<file path="config.mk">
export PLATFORM = sky130hd
export DESIGN_NAME = bin2rns_seq_conv
export DESIGN_NICKNAME = d
export VERILOG_FILES = /design/src/rtl/bin2rns_seq_conv_pkg.sv /design/src/rtl/rns_horner_lane.sv /design/src/rtl/bin2rns_seq_conv.sv
export SDC_FILE = /design/constraint.sdc
export NUM_CORES = 1
export LEC_CHECK = 0
export ABC_AREA = 1
export BUFFER_PORTS_ARGS = -buffer_cell sky130_fd_sc_hd__buf_4
export CORE_ASPECT_RATIO = 0.9
export CORE_MARGIN = 2
export CORE_UTILIZATION = 40
export CTS_CLUSTER_DIAMETER = 60
export CTS_CLUSTER_SIZE = 12
export DETAILED_ROUTE_END_ITERATION = 16
export PLACE_DENSITY = 0.71
export SYNTH_ARGS = -nofsm -noshare
export SYNTH_HDL_FRONTEND = slang
export SYNTH_HIERARCHICAL = 1
export SYNTH_SLANG_ARGS = --single-unit
</file>
<file path="constraint.sdc">
create_clock -name clk -period 2.44 [get_ports clk]
set_input_delay 0.244 -clock clk [delete_from_list [all_inputs] [get_ports clk]]
set_output_delay 0.244 -clock clk [all_outputs]
set_load 0.02 [all_outputs]
</file>
<file path="src/rtl/bin2rns_seq_conv_pkg.sv">
// Shared constants, helper function and FSM encoding for the sequential
// binary-to-RNS forward converter.
package bin2rns_seq_conv_pkg;

  function automatic int clog2(input int v);
    int r;
    r = 0;
    while ((1 << r) < v) r = r + 1;
    return r;
  endfunction

  localparam int M0_DEF = 8;
  localparam int M1_DEF = 7;
  localparam int M2_DEF = 5;
  localparam int M3_DEF = 3;
  localparam int M_DEF  = M0_DEF * M1_DEF * M2_DEF * M3_DEF;

  typedef enum logic [1:0] {
    ST_IDLE = 2'd0,
    ST_RUN  = 2'd1,
    ST_FIX  = 2'd2,
    ST_DONE = 2'd3
  } state_t;

endpackage

</file>
<file path="src/rtl/rns_horner_lane.sv">
// One residue lane: MSB-first Horner accumulator modulo MOD, C bits per step,
// with a combinational sign-corrected view of the accumulator.
module rns_horner_lane
  import bin2rns_seq_conv_pkg::*;
#(
  parameter int MOD = 8,
  parameter int C   = 2,
  parameter int RW  = 3
) (
  input  logic          clk,
  input  logic          rst,
  input  logic          clear,
  input  logic          step,
  input  logic [C-1:0]  chunk,
  input  logic          neg,
  output logic [RW-1:0] res
);

  logic [RW-1:0]   acc;
  logic [RW+C-1:0] shifted;

  // acc < MOD, so {acc, chunk} < MOD*2^C and a single constant modulo is exact.
  assign shifted = {acc, chunk};

  always_ff @(posedge clk or posedge rst) begin
    if (rst) begin
      acc <= '0;
    end else if (clear) begin
      acc <= '0;
    end else if (step) begin
      acc <= RW'(shifted % (RW+C)'(MOD));
    end
  end

  // When MOD == 2^RW the constant truncates to 0 and the subtraction wraps to MOD-acc.
  assign res = (neg && acc != '0) ? (RW'(MOD) - acc) : acc;

endmodule

</file>
<file path="src/rtl/bin2rns_seq_conv.sv">
// Handshaked signed binary-to-RNS converter: magnitude is fed C bits per cycle
// into four Horner lanes, then sign-corrected and range-checked.
module bin2rns_seq_conv
  import bin2rns_seq_conv_pkg::*;
#(
  parameter int W  = 10,
  parameter int C  = 2,
  parameter int M0 = M0_DEF,
  parameter int M1 = M1_DEF,
  parameter int M2 = M2_DEF,
  parameter int M3 = M3_DEF,
  parameter int RW = 3
) (
  input  logic          clk,
  input  logic          rst,
  input  logic          in_valid,
  output logic          in_ready,
  input  logic [W-1:0]  in_data,
  output logic          out_valid,
  input  logic          out_ready,
  output logic [RW-1:0] res0,
  output logic [RW-1:0] res1,
  output logic [RW-1:0] res2,
  output logic [RW-1:0] res3,
  output logic          ovf
);

  localparam int     NCH  = (W + C - 1) / C;
  localparam int     SW   = NCH * C;
  localparam int     CNTW = clog2(NCH + 1);
  localparam int     MODS [4] = '{M0, M1, M2, M3};
  localparam longint MM   = longint'(M0) * longint'(M1) * longint'(M2) * longint'(M3);
  localparam longint LO   = -(MM / 2);
  localparam longint HI   = (MM + 1) / 2 - 1;

  state_t             state;
  logic [CNTW-1:0]    cnt;
  logic [SW-1:0]      mag_sh;
  logic               neg;
  logic               ovf_pend;
  logic [RW-1:0]      res_q [4];
  logic [RW-1:0]      lane_res [4];
  logic               accept;
  logic [W-1:0]       mag_in;
  logic signed [63:0] x_ext;

  assign in_ready = (state == ST_IDLE) && !rst;
  assign accept   = in_valid && in_ready;
  // Unsigned negation maps -2^(W-1) onto 2^(W-1) as required.
  assign mag_in   = in_data[W-1] ? -in_data : in_data;
  assign x_ext    = {{(64-W){in_data[W-1]}}, in_data};

  generate
    for (genvar gi = 0; gi < 4; gi++) begin : g_lane
      rns_horner_lane #(
        .MOD (MODS[gi]),
        .C   (C),
        .RW  (RW)
      ) u_lane (
        .clk   (clk),
        .rst   (rst),
        .clear (accept),
        .step  (state == ST_RUN),
        .chunk (mag_sh[SW-1 -: C]),
        .neg   (neg),
        .res   (lane_res[gi])
      );
    end
  endgenerate

  // When MM >= 2^W the bounds enclose every representable input, so ovf stays 0.
  always_ff @(posedge clk or posedge rst) begin
    if (rst) begin
      state     <= ST_IDLE;
      cnt       <= '0;
      mag_sh    <= '0;
      neg       <= 1'b0;
      ovf_pend  <= 1'b0;
      out_valid <= 1'b0;
      ovf       <= 1'b0;
      res_q     <= '{default: '0};
    end else begin
      case (state)
        ST_IDLE: begin
          if (accept) begin
            neg      <= in_data[W-1];
            mag_sh   <= SW'(mag_in);
            ovf_pend <= (x_ext < LO) || (x_ext > HI);
            cnt      <= CNTW'(NCH - 1);
            state    <= ST_RUN;
          end
        end
        ST_RUN: begin
          mag_sh <= mag_sh << C;
          if (cnt == '0) state <= ST_FIX;
          else           cnt   <= cnt - 1'b1;
        end
        ST_FIX: begin
          res_q     <= lane_res;
          ovf       <= ovf_pend;
          out_valid <= 1'b1;
          state     <= ST_DONE;
        end
        ST_DONE: begin
          if (out_ready) begin
            out_valid <= 1'b0;
            state     <= ST_IDLE;
          end
        end
        default: state <= ST_IDLE;
      endcase
    end
  end

  assign res0 = res_q[0];
  assign res1 = res_q[1];
  assign res2 = res_q[2];
  assign res3 = res_q[3];

endmodule
</file>
==> summary.md <==
| Metric | Value |
|---|---|
| Status | finished, final reports clean |
| Hold WS | 0.131 ns |
| Met3 WL post-DR | 261 µm |
| Critical Path RT | 2.64 ns |
| N_diodes | 0 |
| Most common cell in the netlist | nand2_1 |
| Top post-synthesis cells by area | dfrtp_1, nand2_1, ha_1 |
| Die X | 99.8 µm |
| Syn_nets | 483 |
| Startpoint types | register |
| Share of layout cells above drive strength 1 | 24.9% |
| Core area | 0.00803 mm² |
| DR DRC count | 0 |
| Rows | 31 |
| Yosys reg bits | 43 |
| Worst path max stage delay | 0.41 ns |
| Maximum clock frequency | 431 MHz |
| Worst path top cell family by delay | simple AND/OR/NAND/NOR gates |
| Peak supply drop | 0.548 mV |
| Top cells by count, synth | nand2_1, inv_1, nand3_1 |
| WL met2 | 3390 µm |
| Initial antenna violation count | 0 |
| Root buf cell | clkbuf_8 |
| Worst Hold Class | in2reg |
| Num ports | 29 |
| Mapped cell area | 0.00330 mm² |
| Crit-path cells | inv_2 -> ha_1 -> nand2_1 -> clkinv_1 -> nand2_2 -> nand2_4 -> nand2_1 -> o21ai_4 -> nand2_2 -> nand2_2 -> nand2_1 -> and2_4 -> ha_1 -> nor2_2 -> nand3_2 -> nand2_4 -> nand3_1 -> nand3_1 -> nand2_1 |
| Post-synth EDFFs | 0 |
| YS warnings | 6 |
| CP Capture Type | register |
| Critical path class | reg2reg |
| Layout Nets | 525 |
| Yosys top cell by area | dfrtp_1 |
| Pre-antenna DRT Iters | 4 |
| Die area | 0.00900 mm² |
| Tcrit/Tclk final | 95.1% |
| Starting density of the core | 41.1% |
| Clock Sinks | 43 |
| Syn_area_per_cell | 7.39 µm² |
| CP max FO | 6 |
| CP most frequent cell | nand2_1 |
| Drt total wl | 6870 µm |
| FFs w/ async S/R, synth | 100% |
| Max H-tree Level | 2 |
| Worst-margin pin slew | 0.442 ns |
| FF-to-FF Start | g_lane[2].u_lane/acc[1] |
| Iter 0 DRT Violations | 101 |
| Post-synthesis sequential area ratio | 32.6% |
| GP Congestion | 0.861 |
| CP arrival | 2.51 ns |
| Metal1 wirelength | 3160 µm |
| Post-synth cell types | 37 |
| DP HPWL | 5290 µm |
| Critical-path top delay cell | dfrtp_1 |
| Power Dens Cells | 1540 mW/mm² |
| Post-route ant nets | 0 |
| Pin count of the biggest net entering global routing | 28 |
| LEAKAGE | 2.05 nW |
| TritonCTS Buffers | 5 |
| Global-route usage over all layers | 16.1% |
| Endpoints failing setup | 0 |
| Clk buf depth | 2 |
| Cells after Synth | 447 |
| CTS tree | yes |
| WP buf/inv | 2 |
| Main synth FF type | dfrtp_1 |
| Top-area cell type share of the netlist area | 32.6% |
| Worst-Skew Late Latency | 0.30 ns |
| Die H | 90.2 µm |
| Vias in the first global route | 2865 |
| # port buffers | 28 |
| MaxCap Viol Count | 0 |
| Avg Vias per Cell | 4.94 |
| Vias | 2911 |
| Hold Path Origin | out_ready |
| Final critical-path required period | 2.32 ns |
| Worst Setup SP | g_lane[2].u_lane/acc[1] |
| Clk slew on worst S/H paths | 0.08 ns |
| Area grow syn2layout | 15.3% |
| Clock Skews | 0.00956 ns |
| Core Util, Final | 47.4% |
| First-pass GRT wire length | 12100 µm |
| Uppermost routed layer | met4 |
| Slew headroom | 70.6% |
| Total grt overflow | 0 |
| Final Hold Viols | 0 |
| Fill cells | 806 |
| WL/cell | 11.7 µm |
| Pins Over Slew Limit | 0 |
state kept, by name, summed over array words and instances, names as in the netlist:
signal             count
cnt                    3
g_lane.u_lane/acc     12
mag_sh                10
neg                    1
out_valid              1
ovf                    1
ovf_pend               1
res0                   3
res1                   3
res2                   3
res3                   3
state                  2
layout by cell type, fill, tap and decap left out, drive strengths merged:
master,count
xnor2,1
ha,22
mux2,13
xor2,3
nor2,30
o21ai,27
o21a,1
clkbuf,7
inv,68
dlygate4sd3,1
nor3,2
a32oi,1
nand2,144
nand3b,2
or2,1
nand3,56
dfrtp,43
o211ai,1
clkinv,2
a31oi,2
a21oi,12
o21bai,1
buf,43
and2,1
o22ai,1
nand4,5
metrics by stage:
stage	total power, mW	instance area (µm²)	worst slack (ns)	setup TNS (ns)	std cells
after floorplan	4.42	3300	0.166	0	447
after global placement	5.11	3630	0.103	0	573
after detailed placement	5.25	3630	0.0314	0	573
after CTS	5.72	3720	0.0134	0	582
after global routing	6.50	3810	-0.0506	-0.0990	589
final	5.86	3810	0.120	0	589
area by class of cell:
cell class | count | area (µm²) | area share, %
clock buffer | 7 | 76.3 | 2.01
clock inverter | 1 | 5.00 | 0.131
inverter | 69 | 262 | 6.87
multi-input combinational | 326 | 1930 | 50.6
sequential | 43 | 1080 | 28.4
tap | 99 | 124 | 3.25
timing repair buffer | 44 | 333 | 8.74
what timing repair did:
| item | in CTS | in global routing |
|---|---|---|
| hold endpoints to repair | 16 | 0 |
| setup endpoints to repair | 0 | 6 |
| buffers inserted | 0 | 7 |
| resized for setup | 0 | 11 |
| hold buffers | 1 | 0 |
power breakdown:
| part | leakage (nW) | switching [mW] | internal (mW) | total, mW |
|---|---|---|---|---|
| Sequential | 0.529 | 0.284 | 1.06 | 1.35 |
| Clock | 0.0422 | 0.245 | 0.201 | 0.446 |
| Combinational | 1.48 | 2.43 | 1.63 | 4.07 |
| Total | 2.05 | 2.96 | 2.90 | 5.86 |
worst paths after layout:
check	endpoint	slack (ns)	cells after the start
max reg2reg	g_lane[2].u_lane/acc[1]	0.12	19
max in group asynchronous	mag_sh[9]	1.36	4
max	g_lane[2].u_lane/acc[1]	0.12	19
min in group asynchronous	g_lane[2].u_lane/acc[1]	0.43	3
min reg2reg	mag_sh[5]	0.49	2
min	out_valid	0.13	2
cells by family after synthesis:
group	count (synthesis)	synth area share, %
xor+xnor	4	1.06
fa+ha+maj	22	8.34
simple gates	241	35.4
flops	43	32.6
buf+inv	78	9.81
compound gates	46	8.34
mux	13	4.43
routing by layer:
layer | vias to the layer above | global-route usage, %
met5 | - | 0
met4 | 0 | 3.65
met3 | 8 | 3.19
met2 | 50 | 28.5
met1 | 1342 | 20.0
li1 | 1511 | -
No activity file was read; power rests on OpenSTA's default activity.
